**config.mk**
```make
export PLATFORM = sky130hd
export DESIGN_NAME = md4_pad
export DESIGN_NICKNAME = d
export VERILOG_FILES = /design/src/rtl/md4_pad.sv
export SDC_FILE = /design/constraint.sdc
export NUM_CORES = 1
export LEC_CHECK = 0
export CORE_MARGIN = 4
export CORE_UTILIZATION = 40
export DETAILED_ROUTE_END_ITERATION = 12
export PLACE_DENSITY = 0.73
export SETUP_SLACK_MARGIN = 0.02
export SYNTH_ARGS = -nofsm -noshare
export SYNTH_HDL_FRONTEND = slang
export SYNTH_SLANG_ARGS = --single-unit
```
**constraint.sdc**
```tcl
create_clock -name clk -period 4.05 [get_ports clk]
set_input_delay 0.6075 -clock clk [delete_from_list [all_inputs] [get_ports clk]]
set_output_delay 0.6075 -clock clk [all_outputs]
set_load 0.01 [all_outputs]
```
**src/rtl/md4_pad.sv**
```systemverilog
// Purpose : MD4 message padder; turns a byte stream into 512-bit blocks in the core's word/byte layout.
// Latency : block valid 1 cycle after the 64th byte, 2 cycles after the in_last beat; a tail block adds 1.
// Backpressure: in_ready is low whenever a block is pending; blk_data/blk_last hold until blk_ready.
//
// Ports: clk, reset_n (async, active-low); in_valid/in_ready/in_data/in_keep/in_last byte
// stream in; blk_valid/blk_ready/blk_data/blk_last block out.
// Optional: define MD4_PAD_OVF_EN to add the sticky len_ovf output (byte counter overflow).
module md4_pad #(
   parameter int LEN_W = 61
) (
   input  logic         clk,
   input  logic         reset_n,
   input  logic         in_valid,
   output logic         in_ready,
   input  logic [7:0]   in_data,
   input  logic         in_keep,
   input  logic         in_last,
   output logic         blk_valid,
   input  logic         blk_ready,
   output logic [511:0] blk_data,
   output logic         blk_last
`ifdef MD4_PAD_OVF_EN
   ,
   output logic         len_ovf
`endif
);

   typedef enum logic [1:0] {S_FILL, S_PAD, S_OUT, S_TAIL} state_e;
   typedef enum logic [1:0] {T_NONE, T_ZERO, T_MARK} tail_e;

   state_e             state_q, state_d;
   tail_e              tail_q, tail_d;
   logic [6:0]         pos_q, pos_d;      // 0..64, next byte slot
   logic [LEN_W-1:0]   cnt_q, cnt_d;      // message bytes so far
   logic [511:0]       buf_q, buf_d;
   logic               blk_last_q, blk_last_d;
   logic               in_ready_q, in_ready_d;
   logic               beat;
   logic [63:0]        len64;

   // Byte j lives in word j/4, lane j%4; byte 0 of a word is its least significant lane.
   function automatic logic [8:0] byte_lsb(input logic [5:0] j);
      return 9'(480 - 32 * int'(j[5:2]) + 8 * int'(j[1:0]));
   endfunction

   // Little-endian bit length into bytes 56..63.
   function automatic logic [511:0] put_len(input logic [511:0] b, input logic [63:0] len);
      logic [511:0] r;
      r = b;
      for (int k = 0; k < 8; k++) begin
         r[byte_lsb(6'(56 + k)) +: 8] = len[8*k +: 8];
      end
      return r;
   endfunction

   assign beat      = in_valid && in_ready_q;
   assign len64     = 64'({cnt_q, 3'b000});
   assign in_ready  = in_ready_q;
   assign blk_valid = (state_q == S_OUT);
   assign blk_data  = buf_q;
   assign blk_last  = blk_last_q;

   always_comb begin
      state_d    = state_q;
      tail_d     = tail_q;
      pos_d      = pos_q;
      cnt_d      = cnt_q;
      buf_d      = buf_q;
      blk_last_d = blk_last_q;
      case (state_q)
         S_FILL: begin
            if (beat) begin
               if (in_keep) begin
                  buf_d[byte_lsb(pos_q[5:0]) +: 8] = in_data;
                  pos_d = pos_q + 7'd1;
                  cnt_d = cnt_q + LEN_W'(1);
               end
               if (in_last) begin
                  state_d = S_PAD;
               end else if (pos_d == 7'd64) begin
                  state_d    = S_OUT;
                  blk_last_d = 1'b0;
               end
            end
         end
         S_PAD: begin
            // 0x80 marker at pos, zeros after; when the length fits it overwrites bytes 56..63.
            for (int j = 0; j < 64; j++) begin
               if (7'(j) == pos_q) begin
                  buf_d[byte_lsb(6'(j)) +: 8] = 8'h80;
               end else if (7'(j) > pos_q) begin
                  buf_d[byte_lsb(6'(j)) +: 8] = 8'h00;
               end
            end
            if (pos_q <= 7'd55) begin
               buf_d      = put_len(buf_d, len64);
               blk_last_d = 1'b1;
               tail_d     = T_NONE;
            end else if (pos_q == 7'd64) begin
               blk_last_d = 1'b0;
               tail_d     = T_MARK;
            end else begin
               blk_last_d = 1'b0;
               tail_d     = T_ZERO;
            end
            state_d = S_OUT;
         end
         S_OUT: begin
            if (blk_ready) begin
               if (blk_last_q) begin
                  pos_d      = '0;
                  cnt_d      = '0;
                  buf_d      = '0;
                  blk_last_d = 1'b0;
                  state_d    = S_FILL;
               end else if (tail_q != T_NONE) begin
                  state_d = S_TAIL;
               end else begin
                  pos_d   = '0;
                  buf_d   = '0;
                  state_d = S_FILL;
               end
            end
         end
         S_TAIL: begin
            // Extra block: marker only if the message filled the previous block exactly.
            buf_d = '0;
            if (tail_q == T_MARK) begin
               buf_d[487:480] = 8'h80;
            end
            buf_d      = put_len(buf_d, len64);
            blk_last_d = 1'b1;
            tail_d     = T_NONE;
            state_d    = S_OUT;
         end
         default: state_d = S_FILL;
      endcase
      in_ready_d = (state_d == S_FILL);
   end

   always_ff @(posedge clk or negedge reset_n) begin
      if (!reset_n) begin
         state_q    <= S_FILL;
         tail_q     <= T_NONE;
         pos_q      <= '0;
         cnt_q      <= '0;
         buf_q      <= '0;
         blk_last_q <= 1'b0;
         in_ready_q <= 1'b0;
      end else begin
         state_q    <= state_d;
         tail_q     <= tail_d;
         pos_q      <= pos_d;
         cnt_q      <= cnt_d;
         buf_q      <= buf_d;
         blk_last_q <= blk_last_d;
         in_ready_q <= in_ready_d;
      end
   end

`ifdef MD4_PAD_OVF_EN
   logic len_ovf_q, len_ovf_d;

   always_comb begin
      len_ovf_d = len_ovf_q;
      if (beat && in_keep && (&cnt_q)) begin
         len_ovf_d = 1'b1;
      end
   end

   always_ff @(posedge clk or negedge reset_n) begin
      if (!reset_n) begin
         len_ovf_q <= 1'b0;
      end else begin
         len_ovf_q <= len_ovf_d;
      end
   end

   assign len_ovf = len_ovf_q;
`endif

endmodule
```
; Word-level counts from Yosys, hierarchy flattened
; Cells that the tools add are included.
[classes]
add_sub_neg = 5
order_cmp = 65
eq_ne = 84
n_shift = 2
muxes = 166
reduce_logical = 20
[op_table]
columns = cell, n
row1 = 2-to-1 mux 512 bit, 5
row2 = case mux 512 bit (4 select lines), 1
row3 = 2-to-1 mux 8 bit, 129
row4 = bitwise mux 512 bit, 1
row5 = "variable shift 8 x 11 -> 512 bit, first input constant", 1
row6 = variable part select 8 x 11 -> 512 bit, 1
row7 = 2-to-1 mux 61 bit, 4
row8 = "== test 6 x 7 -> 1 bit, first input constant", 32
row9 = "greater-than comparator 6 x 7 -> 1 bit, first input constant", 32
row10 = case mux 61 bit (2 select lines), 1
row11 = "== test 5 x 7 -> 1 bit, first input constant", 16
row12 = "greater-than comparator 5 x 7 -> 1 bit, first input constant", 16
row13 = 2-to-1 mux 64 bit, 1
row14 = "adder 61 x 1 -> 61 bit, second input constant", 1
row15 = "== test 4 x 7 -> 1 bit, first input constant", 8
row16 = "greater-than comparator 4 x 7 -> 1 bit, first input constant", 8
row17 = 2-to-1 mux 7 bit, 7
row18 = AND reduction 5 bit, 9
row19 = "!= test 4 bit, second input constant", 8
row20 = "== test 3 x 7 -> 1 bit, first input constant", 4
row21 = "greater-than comparator 3 x 7 -> 1 bit, first input constant", 4
row22 = 2-to-1 mux 2 bit, 8
row23 = "== test 2 x 7 -> 1 bit, first input constant", 2
row24 = "== test 7 bit, second input constant", 2
row25 = other kinds (24), 41
[totals]
regBits = 586
in_bits = 14
out_inout_bits = 515
wordCells = 357

; Longest topological paths before layout
[logic_depth]
word_depth = 10
mapped_depth = 15
ltp_nobuf = 8

; Worst setup path before layout
; No wires, ideal clock.
[synth_path]
path_kind = register -> register
start = register pos_q[1]
end = register with a tool-made name
setup_ns = 0.125
arrival_time_ns = 3.478
required_time_ns = 3.925
setup_slack_ns = 0.447
stages_incl_launch_ff = 14
path_buffers = 5
synth_period_minus_slack_ns = 3.603
path_cell_list = dfrtp_1 -> buf_2 -> clkbuf_1 -> clkbuf_1 -> inv_1 -> ha_1 -> buf_4 -> nand2b_1 -> a211oi_4 -> nand3_1 -> buf_2 -> o21ai_2 -> o2111a_1 -> mux2_2
[synth_rtl]
columns = element, line_no
row1 = from (decl), 33  ; logic [6:0] pos_q, pos_d;
row2 = from (signal assigned), 153  ; pos_q <= pos_d;

; Final worst setup path
[layout_path]
start = register pos_q[0]
end = register buf_q[270] (netlist: blk_data[270])
[layout_between]
elab_chain_len = 7
word_cells_on_any_way = 12
classes_between = 2 x add/sub / 1 x order compare / 1 x eq/ne / 2 x shift / 6 x mux
[layout_lines]
columns = element, line_no
row1 = adder 9 x 6 -> 9 bit, 43  ; return 9'(480 - 32 * int'(j[5:2]) + 8 * int'(j[1:0]));
row2 = negation 9 -> 11 bit, 74  ; buf_d[byte_lsb(pos_q[5:0]) +: 8] = in_data;
row3 = variable part select 8 x 11 -> 512 bit or variable shift 8 x 11 -> 512 bit (tied branches), 74
row4 = bitwise mux 512 bit, 74
row5 = 2-to-1 mux 512 bit, 73  ; if (in_keep) begin
row6 = 2-to-1 mux 512 bit, 72  ; if (beat) begin
row7 = case mux 512 bit (4 select lines) *, 70  ; case (state_q)
row8 = to (signal assigned), 155  ; buf_q <= buf_d;
row9 = to (decl), 35  ; logic [511:0] buf_q, buf_d;
; Every way passes the cells marked *; elsewhere a longest branch is shown, timed or not. The select of a mux whose other input is x is not followed.
; A chain may end at the register's enable or synchronous reset.

==> results by group <==
Status
  • Status: completed

Worst setup path
  • Largest fanout on the critical path: 8
  • Slowest stage delay, CP: about 1.0 ns
  • Crit. End Element: flop
  • Worst setup SP type: flop
  • Reg2Reg Depth: 11
  • CP Cell Sequence: inv_1 > ha_1 > buf_4 > o211ai_2 > xnor2_2 > a21oi_1 > buf_4 > nand4_1 > buf_4 > nor4_1 > a22o_1
  • Slowest-stage cell, CP: a21oi_1
  • Crit Path Category: reg2reg
  • Critical path data arrival time: around 4.4 ns
  • Worst Path Required: approximately 4.6 ns
  • CP dominant cell by count: buf_4

Timing
  • Endpoints failing setup: 0
  • Final Hold Fails: 0
  • Worst slew pin tran: roughly 1.3 ns
  • Final TNS setup: 0 ns
  • Minimum clock period: between 3 and 4 ns
  • RSZ-0062 raised after global routing: false
  • Fin. max-slew vios: 0
  • F_max: approximately 0.26 GHz
  • Final period util: 0.957
  • Slew headroom: 0.112
  • Skew final: 0.0308 ns

Floorplanning
  • Starting Density: 0.404
  • Die area: approximately 0.072 mm^2
  • Core area: 0.0672 mm^2
  • Die width: ~270 um
  • Die Height: roughly 270 um
  • Placement Rows: 95
  • IO Count: approximately 530

Clock tree
  • CTS tree: built
  • Post_cts resized: 0
  • H-tree depth: 2
  • Clk root buf: clkbuf_16
  • Post-CTS setup buffer count: 0
  • Max clock buf depth: 3
  • Clock Latency Late Sink: 0.65 ns
  • CTS Hold Bufs: 0
  • Clk slew on worst S/H paths: 0.07 ns
  • Clk sink count: slightly below 600
  • TritonCTS buffer count: 59

Placement
  • DP Wirelength: 97200 um
  • # port buffers: between 500 and 600
  • Placer Congestion: between 1 and 1.5

GRT
  • Initial antenna violation count: 4
  • Total Routing Usage GR: 0.347
  • Largest net degree at the start of global routing: between 100 and 150
  • First-pass GRT wire length: around 190000 um
  • Vias in the first global route: ~26000
  • Grt total ovfl: 0

Layout
  • Multi-input gate area: about 0.012 mm^2
  • Final nets: roughly 3200
  • Fillers: around 5800
  • Area Growth Syn to Fin: 36.3%
  • Seq. cell area: 0.0147 mm^2
  • Fraction of layout instances using a drive strength above 1: 0.154

Route
  • M1 WL: about 52000 um
  • Via/cell ratio: approximately 6.4
  • Avg WL per Cell: 31.5 um
  • Iter 0 DRT Violations: about 3300
  • Post-route DRC violation count: 0
  • Routed wl met3: ~13000 um
  • Post-Route WL: 129000 um
  • Metal2 WL: roughly 58000 um
  • Final ANT Viol Nets: 0
  • Top Metal Used: met4
  • Routed vias: roughly 26000
  • DR pass1 iterations: 6

Logic synthesis
  • Top_reg_cell synth: dfrtp_1
  • Post-synth ARST share: 1.00
  • Post-synth net total: 2513
  • #FFs+latches synth: 586
  • Area leader, netlist: dfrtp_1
  • Post-synth top area share: 0.541
  • Instance count of the mapped netlist: 2491
  • Count of cell types in the netlist: 94
  • Top cells by area, synth: dfrtp_1 54%, o2bb2ai_1 6.7%, mux2_2 3.7%
  • Synth Cell Area: ~0.027 mm^2
  • EDFF count, synth: 0
  • Avg Inst Size Synth: around 11 um^2
  • Sequential-to-total area share from yosys stat: 0.541
  • Syn. warnings: 0

Power
  • Power Density: roughly 500 mW/mm^2
  • Final Total Pwr: between 15 and 20 mW
  • Peak VDD IR: ~0.37 mV
  • P_leak: ~16 nW

Flow run
  • Max-cap violations: 0

Worst hold path
  • Worst hold path type: in2async
==> worst paths after layout <==
kind                               start       endpoint  slack [ns]
max                             pos_q[0]  blk_data[270]        0.17
min                              reset_n  blk_data[474]        0.09
max reg2reg                     pos_q[0]  blk_data[270]        0.17
min reg2reg                blk_data[280]  blk_data[280]        0.49
max in group asynchronous        reset_n  blk_data[305]        2.95
min in group clk           blk_data[280]  blk_data[280]        0.49
==> layer usage <==
| metal | up-vias | global-route usage |
|---|---|---|
| met4 | 0 | 0.152 |
| met1 | 13500 | 0.469 |
| met2 | 1689 | 0.537 |
| li1 | 10900 | - |
| met3 | 329 | 0.0823 |
| met5 | - | 0 |
==> where the power goes <==
part / leakage [nW] / internal [mW] / switching, mW
logic: 6.39 / 1.75 / 3.84
clock network: 1.05 / 3.49 / 2.53
registers: 8.10 / 6.14 / 0.306
==> synthesized netlist by cell type (all sizes together) (35+ instances only) <==
cell,instances
clkbuf,105
dfrtp,586
a21oi,93
nor3,58
nand3,85
o21ai,149
o2bb2ai,207
a22o,96
buf,52
a32o,52
o22ai,35
nand4,51
nand2,242
nor2,132
mux2,98
==> logic make-up (layout without fill, tap and decap cells) <==
group,Yosys count,count (layout),synth area share
other cells,0,4,0
buf+inv,191,917,0.0293
mux,103,103,0.0430
fa+ha+maj,8,8,0.00369
compound gates,824,824,0.232
flops,586,586,0.541
xor+xnor,42,42,0.0144
simple gates,737,737,0.137
==> cells in the final DEF (no fill, tap or decap), types with 24 or more instances in the layout <==
cell,netlist,layout
nand2_1,241,241
inv_1,33,33
dfrtp_1,586,586
o22ai_1,35,35
a31oi_1,24,24
clkbuf_16,0,59
or3_1,33,33
o21ai_0,135,135
nor2_1,132,129
and3_1,29,29
a22o_1,96,96
nand3_1,83,83
clkdlybuf4s50_1,0,527
a32o_1,52,52
nand4_1,51,51
mux2_2,90,90
buf_4,7,233
a21oi_1,90,90
nor3_1,51,50
o2bb2ai_1,207,207
==> worst max-delay path: cells and delay by family (launching register included) <==
| kind | cells | cell delay [ns] |
|---|---|---|
| AO/OA/AOI/OAI | 3 | 1.39 |
| buffers and inverters | 4 | 0.93 |
| XOR/XNOR | 1 | 0.22 |
| adder cells (fa/ha/maj) | 1 | 0.21 |
| flip-flops | 1 | 0.38 |
| AND/OR/NAND/NOR | 2 | 0.67 |
==> cell type report <==
type | count | area share
sequential | 586 | 0.397
multi-input combinational | 1714 | 0.316
inverter | 34 | 0.00345
tap | 873 | 0.0295
clock buffer | 79 | 0.0460
timing repair buffer | 771 | 0.196
clock inverter | 33 | 0.0117
antenna | 4 | 0.000271
==> metrics by stage <==
step           std cells  hold WS (ns)  utilization  area [um^2]  setup WS, ns
2_1_floorplan       2491         0.312            -        27100         0.447
3_3_place_gp        3978         0.468        0.519        34800         0.344
3_5_place_dp        3978         0.473        0.519        34800         0.337
4_1_cts             4090         0.102        0.550        37000         0.318
5_1_grt             4092         0.137        0.550        37000         0.223
6_report            4094        0.0885        0.550        37000         0.174
Power figures use the tool's default switching activity.
